<file path="src/rtl/his_builder_fsm_pkg.sv">
// -----------------------------------------------------------------------------
// his_builder_fsm_pkg
// Shared definitions for the SiFH histogram builder:
//   - default geometry (address width, bin-address width, counter width,
//     events per histogram phase)
//   - acquisition phase state encoding
// Optional feature macro used by this code slice: BIN_SATURATE_EN
// -----------------------------------------------------------------------------
package his_builder_fsm_pkg;

  localparam int DEF_NP          = 8;  // width of the incoming bin address
  localparam int DEF_NB          = 6;  // bin-address width (2**NB bins, bin 0 unused)
  localparam int DEF_PEAK_MAX    = 8;  // width of one bin counter
  localparam int DEF_ACQ_PER_HIS = 4;  // events per histogram phase

  // Acquisition phases: coarse histogram, fine histogram, finished.
  typedef enum logic [1:0] {
    S_CH   = 2'd0,
    S_FH   = 2'd1,
    S_DONE = 2'd2
  } state_e;

endpackage

</file>
<file path="src/rtl/his_builder_fsm_bin_array.sv">
// -----------------------------------------------------------------------------
// his_bin_array
// 2**NB x PEAK_MAX register-file histogram with a single increment port.
// The increment port reads the addressed bin combinationally and returns the
// new value in the same cycle, so back-to-back hits on one bin always build on
// the freshly written count (no read-modify-write hazard).
//
// Macro BIN_SATURATE_EN: defined -> a full bin stays at its maximum;
//                        undefined -> a bin wraps modulo 2**PEAK_MAX.
//
// Ports
//   clk       in   clock (rising edge)
//   res       in   synchronous active-low reset, clears every bin
//   clr       in   synchronous clear of every bin (wins over inc_en)
//   inc_en    in   increment the bin selected by inc_addr
//   inc_addr  in   [NB-1:0] bin index
//   inc_val   out  [PEAK_MAX-1:0] value the addressed bin takes when incremented
// -----------------------------------------------------------------------------
module his_bin_array #(
  parameter int NB       = 6,
  parameter int PEAK_MAX = 8
) (
  input  logic                clk,
  input  logic                res,
  input  logic                clr,
  input  logic                inc_en,
  input  logic [NB-1:0]       inc_addr,
  output logic [PEAK_MAX-1:0] inc_val
);

  localparam int NBINS = 2 ** NB;

  logic [PEAK_MAX-1:0] bin_rd [NBINS];
  logic [PEAK_MAX-1:0] cur_val;

  genvar gi;
  generate
    for (gi = 0; gi < NBINS; gi++) begin : g_bin
      logic [PEAK_MAX-1:0] bin_q;
      logic [PEAK_MAX-1:0] bin_d;

      always_comb begin
        bin_d = bin_q;
        if (clr) begin
          bin_d = '0;
        end else if (inc_en && (inc_addr == NB'(gi))) begin
          bin_d = inc_val;
        end
      end

      always_ff @(posedge clk) begin
        if (!res) begin
          bin_q <= '0;
        end else begin
          bin_q <= bin_d;
        end
      end

      assign bin_rd[gi] = bin_q;
    end
  endgenerate

  assign cur_val = bin_rd[inc_addr];

  always_comb begin
`ifdef BIN_SATURATE_EN
    inc_val = (cur_val == {PEAK_MAX{1'b1}}) ? cur_val : cur_val + PEAK_MAX'(1);
`else
    inc_val = cur_val + PEAK_MAX'(1);
`endif
  end

endmodule

</file>
<file path="src/rtl/his_builder_fsm.sv">
// -----------------------------------------------------------------------------
// his_builder_fsm
// Two-phase histogram builder for the SiFH dTOF chain. Each acquisition event
// (wrEn) in the coarse (CH) or fine (FH) phase bumps the phase event counter;
// events whose address falls inside the histogram (addr != 0 and no bits above
// NB) also increment their bin, and the bin's new count is streamed out on
// binCounts one cycle later. After ACQ_PER_HIS events the phase ends: a
// one-cycle acq_count_finish pulse, the histogram is cleared and the FSM moves
// CH -> FH -> DONE. DONE ignores wrEn until reset.
//
// Macro BIN_SATURATE_EN: bins saturate instead of wrapping (see his_bin_array).
//
// Ports
//   clk               in   clock (rising edge)
//   res               in   synchronous active-low reset
//   wrEn              in   one acquisition event this cycle
//   addr              in   [NP:1] bin address of the event
//   binCounts         out  [PEAK_MAX-1:0] updated count of last written bin
//   acq_count_finish  out  one-cycle pulse when the current phase completes
//   hisNum            out  0 = CH phase, 1 = FH phase / done
// -----------------------------------------------------------------------------
module his_builder_fsm
  import his_builder_fsm_pkg::*;
#(
  parameter int NP          = DEF_NP,
  parameter int NB          = DEF_NB,
  parameter int PEAK_MAX    = DEF_PEAK_MAX,
  parameter int ACQ_PER_HIS = DEF_ACQ_PER_HIS
) (
  input  logic                clk,
  input  logic                res,
  input  logic                wrEn,
  input  logic [NP:1]         addr,
  output logic [PEAK_MAX-1:0] binCounts,
  output logic                acq_count_finish,
  output logic                hisNum
);

  localparam int CW = $clog2(ACQ_PER_HIS + 1);

  state_e              state_q, state_d;
  logic [CW-1:0]       cnt_q, cnt_d;
  logic [PEAK_MAX-1:0] bin_counts_q, bin_counts_d;
  logic                finish_q, finish_d;

  logic                evt;
  logic                accepted;
  logic                last_evt;
  logic [CW-1:0]       cnt_inc;
  logic [PEAK_MAX-1:0] inc_val;
  logic [NB-1:0]       bin_idx;

  assign bin_idx = addr[NB:1];

  his_bin_array #(
    .NB       (NB),
    .PEAK_MAX (PEAK_MAX)
  ) u_bins (
    .clk      (clk),
    .res      (res),
    .clr      (last_evt),
    .inc_en   (accepted),
    .inc_addr (bin_idx),
    .inc_val  (inc_val)
  );

  always_comb begin
    evt = wrEn && (state_q != S_DONE);
    // Addresses beyond the histogram (upper bits set) or bin 0 count as
    // events but never touch a bin.
    accepted = evt && (addr != '0) && (addr[NP:NB+1] == '0);
    cnt_inc  = cnt_q + CW'(1);
    last_evt = evt && (cnt_inc == CW'(ACQ_PER_HIS));
  end

  always_comb begin
    state_d      = state_q;
    cnt_d        = cnt_q;
    bin_counts_d = bin_counts_q;
    finish_d     = 1'b0;

    if (evt) begin
      cnt_d = cnt_inc;
    end

    if (accepted) begin
      bin_counts_d = inc_val;
    end

    // The closing event still reports its bin update; the clear of the
    // histogram happens in the array on the same edge.
    if (last_evt) begin
      finish_d = 1'b1;
      cnt_d    = '0;
      state_d  = (state_q == S_CH) ? S_FH : S_DONE;
    end
  end

  always_ff @(posedge clk) begin
    if (!res) begin
      state_q      <= S_CH;
      cnt_q        <= '0;
      bin_counts_q <= '0;
      finish_q     <= 1'b0;
    end else begin
      state_q      <= state_d;
      cnt_q        <= cnt_d;
      bin_counts_q <= bin_counts_d;
      finish_q     <= finish_d;
    end
  end

  assign binCounts        = bin_counts_q;
  assign acq_count_finish = finish_q;
  assign hisNum           = (state_q != S_CH);

endmodule

</file>
<file path="config.mk">
export PLATFORM = sky130hd
export DESIGN_NAME = his_builder_fsm
export DESIGN_NICKNAME = d
export VERILOG_FILES = /design/src/rtl/his_builder_fsm_pkg.sv /design/src/rtl/his_builder_fsm_bin_array.sv /design/src/rtl/his_builder_fsm.sv
export SDC_FILE = /design/constraint.sdc
export NUM_CORES = 1
export LEC_CHECK = 0
export ABC_AREA = 1
export CAP_MARGIN = 30
export CELL_PAD_IN_SITES_DETAIL_PLACEMENT = 0
export CELL_PAD_IN_SITES_GLOBAL_PLACEMENT = 1
export CORE_AREA = 5 5 235 237
export DETAILED_ROUTE_END_ITERATION = 8
export DIE_AREA = 0 0 240 242
export GPL_ROUTABILITY_DRIVEN = 1
export PLACE_DENSITY = 0.95
export SLEW_MARGIN = 20
export SYNTH_ARGS = -nofsm -noshare
export SYNTH_HDL_FRONTEND = slang
export SYNTH_SLANG_ARGS = --single-unit
</file>
<file path="constraint.sdc">
create_clock -name clk -period 6.4 [get_ports clk]
set_input_delay 1.28 -clock clk [delete_from_list [all_inputs] [get_ports clk]]
set_output_delay 1.28 -clock clk [all_outputs]
set_load 0.02 [all_outputs]
</file>
==> key figures, run 1 <==
Route
  – Post-route ant nets: 0
  – Via count: 24869
  – Remaining DRCs: 0
  – First-pass DRT Iterations: 6
  – Vias per cell: 5.277
  – Drt wl/cell: 16.86 um
  – DRT Wirelength: 79.45 mm
  – 1st-iter DRT viols: 2603

Synth
  – FF+latch count, synth: 526
  – Post-Synthesis Cells: 4100
  – Asr flop ratio synth: 0
  – Post-Syn Area per Cell: 6.259 um2
  – Most used flip-flop cell after synthesis: dfxtp_1
  – Register area share after synthesis: 0.4104
  – Cell variety after synth: 31
  – Syn nets: 4114
  – Post-synth EDFFs: 0
  – Mapped Area: 25660 um2
  – Syn. warnings: 0

Layout
  – Layout cells sized above 1: 0.04506
  – Most frequent cells in the layout: nand2_1, nor2_1, inv_1
  – Final Instance Area: 28060 um2
  – Nets: 3988
  – Utilization after layout: 0.5288
  – Final non-filler cell total: 4713
  – Area growth from synthesis to layout: 9.357%
  – Commonest non-fill, non-tap cell in the layout: nand2_1
  – Antenna diodes: 0

Pwr
  – Flop pwr share: 0.485
  – Combinational fraction of design power: 0.038
  – PwrDens: 241.8 nW/um2
  – Clk pwr share: 0.478
  – Internal power: 5.232 mW
  – Switching power: 1.554 mW
  – P_leak: 13.76 nW
  – Switching share of power: 0.2290
  – Peak VDD IR: 0.2098 mV

Timing
  – Final worst slack: 1.677 ns
  – Setup TNS: 0 ns
  – Fmax: 211.8 MHz
  – Final worst-path cycle share: 0.7379
  – Clk_skew: 0.02295 ns
  – Final setup fails: 0
  – Fin crit period: 4.723 ns
  – Slew @ Worst Pin: 1.182 ns
  – Final Hold Vio Count: 0
  – RSZ-0062 raised after global routing: no
  – Slew Limit Fails: 0
  – Rel. slew slack: 0.2119

Place
  – Placed insts: 4598
  – Final GP Congestion: 0.9549
  – Port Buffers: 20
  – Pre-CTS setup slack: 1.134 ns
  – Placed Area: 26120 um2
  – Dpl hpwl: 49.68 mm

Worst setup path
  – Critical path buffers and inverters: 6
  – Crit-path max FO: 34
  – Worst Path Arrival: 5.28 ns
  – CP max stage cell: inv_1
  – Crit path top cell by count: nand2_1
  – Setup CP Type: in -> reg
  – Crit path max-delay family: buffers and inverters
  – CP endpoint kind: flop
  – Worst EP required: 6.95 ns
  – Critical-path cell list: clkdlybuf4s50_1, inv_1, nand2_1, inv_1, o21ai_1, nand2_1, o21ai_1, nand2_1, nor2_1, inv_2, ha_2, nand2_1, nor2_1, nand3_4, buf_4, nand3_1, nand2_1, inv_1
  – Startpoint types: input port
  – CP max stage delay: 0.68 ns

Clocking
  – Hold buffers post-CTS: 0
  – Worst-path clk slew: 0.06 ns
  – Maximum clock path buffer count: 3
  – TritonCTS Buffers: 55
  – CTS H-tree depth: 2
  – Post-CTS sizing: 0
  – Num Clock Sinks: 526
  – CTS tree: built
  – Post-CTS Setup Inserts: 0
  – Clock root buffer master: clkbuf_16
  – Skew-Pair Late Insertion Delay: 0.62 ns

GRT
  – Global-route wire length before repair: 124.4 mm
  – Initial antenna violation count: 1
  – Grt total ovfl: 0
  – GRT Total Usage: 0.2634
  – Largest net degree at the start of global routing: 232
  – Number of global-route vias before repair: 22112

Floorplanning
  – Total core area: 53070 um2
  – Ports: 21
  – Full die area: 58080 um2
  – Die W: 240 um
  – Starting Density: 0.4835
  – FP Rows: 85
  – Die Y: 242 um

Hold path
  – Hold Crit Class: reg -> reg

Status
  – Outcome: complete, no violations

Job
  – Max cap viols: 0
Yosys cell counts, drive strengths merged, types with 11 or more instances:
cell,number,area share
nand2,1151,0.17
nor2,626,0.092
nand4,11,0.0027
o22ai,14,0.0034
nand3,207,0.041
a22oi,20,0.0059
dfxtp,526,0.41
o21a,22,0.0064
o21ai,429,0.084
clkbuf,140,0.020
a21oi,248,0.048
o21bai,21,0.0061
inv,549,0.080
buf,125,0.026
area by class of cell:
class                      count  area, um2
clock buffer                  89       1717
fill                        5345      25010
clock inverter                11      108.9
inverter                     553       2087
timing repair buffer          82      833.3
multi-input combinational   2756      11920
tap                          696      870.8
sequential                   526      10530
power by group through the flow:
stage	clock, mW	combinational, mW	sequential (mW)
4_1_cts	3.28	0.251	3.29
5_1_grt	3.43	0.272	3.29
3_3_place_gp	0	0.249	3.36
6_report	3.24	0.255	3.29
3_5_place_dp	0	0.250	3.36
2_1_floorplan	0	0.160	3.36
kinds of logic (layout without fill, tap and decap cells):
logic type,count (synthesis),in the layout,share of synthesized area
compound gates,754,754,0.1542
fa+ha+maj,3,3,0.001463
flops,526,526,0.4104
simple gates,1998,1998,0.3059
xor+xnor,1,1,0.0006340
buf+inv,818,735,0.1275
worst paths after layout:
| kind | start | endpoint | slack, ns | cells past startpoint |
|---|---|---|---|---|
| max reg2reg | state_q[1]$_SDFFE_PN0P_ | u_bins.g_bin[6].bin_q[3]$_SDFFE_PP0P_ | 2.76 | 11 |
| max | addr[3] | u_bins.g_bin[43].bin_q[6]$_SDFFE_PP0P_ | 1.68 | 18 |
| min reg2reg | u_bins.g_bin[0].bin_q[2]$_SDFFE_PP0P_ | u_bins.g_bin[0].bin_q[2]$_SDFFE_PP0P_ | 0.43 | 2 |
| min | u_bins.g_bin[0].bin_q[2]$_SDFFE_PP0P_ | u_bins.g_bin[0].bin_q[2]$_SDFFE_PP0P_ | 0.43 | 2 |
layer usage:
metal / wire length [um] / track usage / share of wire
met5: 13 / 0 / 0.00016
met4: 2778 / 0.08845 / 0.035
met3: 7001 / 0.05886 / 0.088
met2: 34300 / 0.3982 / 0.43
met1: 35360 / 0.3730 / 0.45
worst min-delay path, cell delays in order (launching register included):
cell and delay [ns]:
dfxtp_1 0.31, inv_1 0.05, nor2_1 0.03
state kept, by name (all words and copies together) (netlist names):
| register | cells |
|---|---|
| cnt_q | 3 |
| u_bins.g_bin.bin_q | 512 |
| binCounts | 8 |
| state_q | 2 |
| acq_count_finish | 1 |
per-stage QoR:
stage | hold slack [ns] | power (mW)
floorplan | 0.4084 | 3.524
global placement | 0.4162 | 3.611
detailed placement | 0.4219 | 3.613
CTS | 0.4290 | 6.825
global route | 0.4548 | 6.990
finish | 0.4288 | 6.786
Power figures use the tool's default switching activity.
==> run 2: changes to the inputs <==
--- a/config.mk
+++ b/config.mk
@@ -9,11 +9,11 @@
 export CAP_MARGIN = 30
 export CELL_PAD_IN_SITES_DETAIL_PLACEMENT = 0
 export CELL_PAD_IN_SITES_GLOBAL_PLACEMENT = 1
-export CORE_AREA = 5 5 235 237
+export CORE_AREA = 5 5 257 259
 export DETAILED_ROUTE_END_ITERATION = 8
-export DIE_AREA = 0 0 240 242
+export DIE_AREA = 0 0 262 264
 export GPL_ROUTABILITY_DRIVEN = 1
-export PLACE_DENSITY = 0.95
+export PLACE_DENSITY = 0.88
 export SLEW_MARGIN = 20
 export SYNTH_ARGS = -nofsm -noshare
 export SYNTH_HDL_FRONTEND = slang
==> constraint.sdc (replaced) <==
create_clock -name clk -period 3.85 [get_ports clk]
set_input_delay 0.77 -clock clk [delete_from_list [all_inputs] [get_ports clk]]
set_output_delay 0.77 -clock clk [all_outputs]
set_load 0.02 [all_outputs]
==> run 2 against run 1 <==
Clock skew grew 0.0012 ns. Die area grew 19%. Non-clock buffer count grew 80. Total power grew 74%. Worst hold slack gained 0.00058 ns. Sequential share of layout area shrank 1.6 points. Combinational power grew 93%. Via count shrank 0.20%. Critical endpoint is now u_bins.g_bin[42].bin_q[6]$_SDFFE_PP0P_. Largest power group is now the clock network. Highest routed layer is now met4.
==> key figures, run 2 (synthesized netlist as in run 1, its figures left out) <==
Clocking
  – Post-CTS sizing: 0 (unchanged)
  – Num Clock Sinks: 526 (unchanged)
  – Hold buffers post-CTS: 0 (unchanged)
  – CTS H-tree depth: 2 (unchanged)
  – CTS tree: built
  – Worst-path clk slew: 0.06 ns (about the same)
  – TritonCTS Buffers: 56 (+1.8%)
  – Clock root buffer master: clkbuf_16
  – Maximum clock path buffer count: 3 (unchanged)
  – Post-CTS Setup Inserts: 0 (unchanged)
  – Skew-Pair Late Insertion Delay: 0.62 ns (about the same)

Layout
  – Most frequent cells in the layout: nand2_1, nor2_1, inv_1
  – Area growth from synthesis to layout: 14.31%
  – Final non-filler cell total: 4955 (+5.1%)
  – Area of the multi-input gates: 11930 um2 (+0.10%)
  – Final Instance Area: 29330 um2 (+4.5%)
  – Commonest non-fill, non-tap cell in the layout: nand2_1
  – Layout cells sized above 1: 0.06488 (+0.01982)
  – Top reg by flops: u_bins.g_bin.bin_q
  – Register area: 10530 um2 (unchanged)
  – Max reg flops: 512 (unchanged)
  – Antenna diodes: 0 (unchanged)
  – Fill count: 6697 (+25%)
  – Nets: 4069 (+2.0%)

Floorplanning
  – Die W: 262 um (+9.2%)
  – Ports: 21 (unchanged)
  – Total core area: 63650 um2 (+20%)
  – FP Rows: 93 (+9.4%)
  – Die Y: 264 um (+9.1%)
  – Full die area: 69170 um2 (+19%)
  – Starting Density: 0.4032 (-0.08037)

Timing
  – Slew @ Worst Pin: 0.9412 ns (-0.2410 ns)
  – Clk_skew: 0.02419 ns (+0.001245 ns)
  – Final setup fails: 0 (unchanged)
  – Fin crit period: 3.247 ns
  – Setup TNS: 0 ns (unchanged)
  – Slew Limit Fails: 0 (unchanged)
  – RSZ-0062 raised after global routing: no
  – Rel. slew slack: 0.3702 (+0.1583)
  – Final Hold Vio Count: 0 (unchanged)
  – Final worst-path cycle share: 0.8433
  – Fmax: 308.0 MHz

Pwr
  – Clk pwr share: 0.494 (+0.016)
  – PwrDens: 401.9 nW/um2 (+66%)
  – Flop pwr share: 0.464 (-0.021)
  – P_leak: 14.35 nW (+4.2%)
  – Peak VDD IR: 0.3193 mV (+52%)
  – Internal power: 9.123 mW (+74%)
  – Tot Pwr: 11.79 mW (+74%)
  – Combinational fraction of design power: 0.042 (+0.004)
  – Switching share of power: 0.2261 (-0.002885)
  – Switching power: 2.665 mW (+72%)

GRT
  – Grt total ovfl: 0 (unchanged)
  – Initial antenna violation count: 0 (-1)
  – GRT Total Usage: 0.2334 (-0.02997)
  – Number of global-route vias before repair: 22750 (+2.9%)
  – Largest net degree at the start of global routing: 87 (-63%)
  – Global-route wire length before repair: 129.8 mm (+4.3%)

Worst setup path
  – CP endpoint kind: flop
  – Setup CP Type: in -> reg
  – Worst EP required: 4.36 ns (-2.59 ns)
  – Worst Path Arrival: 3.76 ns (-1.52 ns)
  – Crit-path max FO: 34 (unchanged)
  – Startpoint types: input port

Route
  – First-pass DRT Iterations: 5 (-1)
  – Drt wl/cell: 16.65 um (-1.3%)
  – 1st-iter DRT viols: 2165 (-17%)
  – Via count: 24820 (-0.20%)
  – Vias per cell: 5.009 (-5.1%)
  – Remaining DRCs: 0 (unchanged)
  – Post-route ant nets: 0 (unchanged)
  – DRT Wirelength: 82.48 mm (+3.8%)

Place
  – Final GP Congestion: 0.9442 (-1.1%)
  – Placed insts: 4836 (+5.2%)
  – Dpl hpwl: 53.88 mm (+8.4%)
  – Port Buffers: 20 (unchanged)
  – Placed Area: 27230 um2 (+4.2%)

Job
  – Max cap viols: 0 (unchanged)

Status
  – Outcome: complete, no violations

Hold path
  – Hold Crit Class: reg -> reg
-- run 2: cell count changes in the layout (fill, tap and decap cells not counted) --
cell       before  now
buf_4          51  106
buf_12         10   37
bufinv_16       2    8
buf_16          2    0
clkbuf_8       17   15
clkbuf_1       15   14
clkinv_4        1    0
ha_2            1    0
ha_4            0    1
inv_16          0    1
nor2_1        618  617
nor2_2          4    5
-- run 2: power groups by stage --
stage	sequential [mW]	combinational [mW]	clock [mW]
floorplan	5.59	0.267	0
global placement	5.59	0.485	0
detailed placement	5.59	0.486	0
CTS	5.47	0.487	5.93
global route	5.47	0.523	6.14
finish	5.47	0.493	5.83
-- run 2: area by class of cell --
class | instances | share of cell area
repair buffers | 162 | 0.05904
flip-flops and latches | 526 | 0.3590
clock buffers | 86 | 0.05746
clock inverters | 17 | 0.01024
inverters | 553 | 0.07115
multi-input cells | 2756 | 0.4066
well taps | 855 | 0.03647
-- run 2: critical path, stage by stage --
cell and delay (ns):
clkdlybuf4s50_1 0.57, nand2_1 0.18, inv_1 0.25, buf_4 0.19, nand2_1 0.05, nand2_1 0.08, nor2_1 0.07, nor2_1 0.18
nor2_1 0.07, nand2_1 0.13, ha_4 0.19, nand2_1 0.08, nor2_1 0.23, nand2_1 0.10, nand2_2 0.12, buf_12 0.23
nand3_1 0.11, nand2_1 0.10, inv_1 0.04
-- run 2: final timing paths --
path                                              start  depth (start not counted)  slack, ns                                endpoint
setup / recovery                                addr[4]                         19       0.60  u_bins.g_bin[42].bin_q[6]$_SDFFE_PP0P_
hold / removal    u_bins.g_bin[0].bin_q[2]$_SDFFE_PP0P_                          2       0.43   u_bins.g_bin[0].bin_q[2]$_SDFFE_PP0P_
setup reg to reg                state_q[1]$_SDFFE_PN0P_                         12       1.05  u_bins.g_bin[10].bin_q[1]$_SDFFE_PP0P_
hold reg to reg   u_bins.g_bin[0].bin_q[2]$_SDFFE_PP0P_                          2       0.43   u_bins.g_bin[0].bin_q[2]$_SDFFE_PP0P_
-- run 2: metrics by stage --
stage          utilization  hold slack (ns)  worst slack (ns)
2_1_floorplan            -           0.4084            0.4973
3_3_place_gp        0.4274           0.4157           0.07835
6_report            0.4608           0.4294            0.6033
5_1_grt             0.4608           0.4459            0.3634
4_1_cts             0.4589           0.4291            0.7013
3_5_place_dp        0.4277           0.4179           0.07296
-- run 2: per-layer routing --
metal  vias up  routed length [um]  global-route usage  share of wire
met3       162                6269             0.04014          0.076
li1      12557                   -                   -              -
met1     11275               36460              0.3224           0.44
met5         -                   0                   0              0
met2       826               36760              0.3683           0.45
met4         0                2985             0.08408          0.036
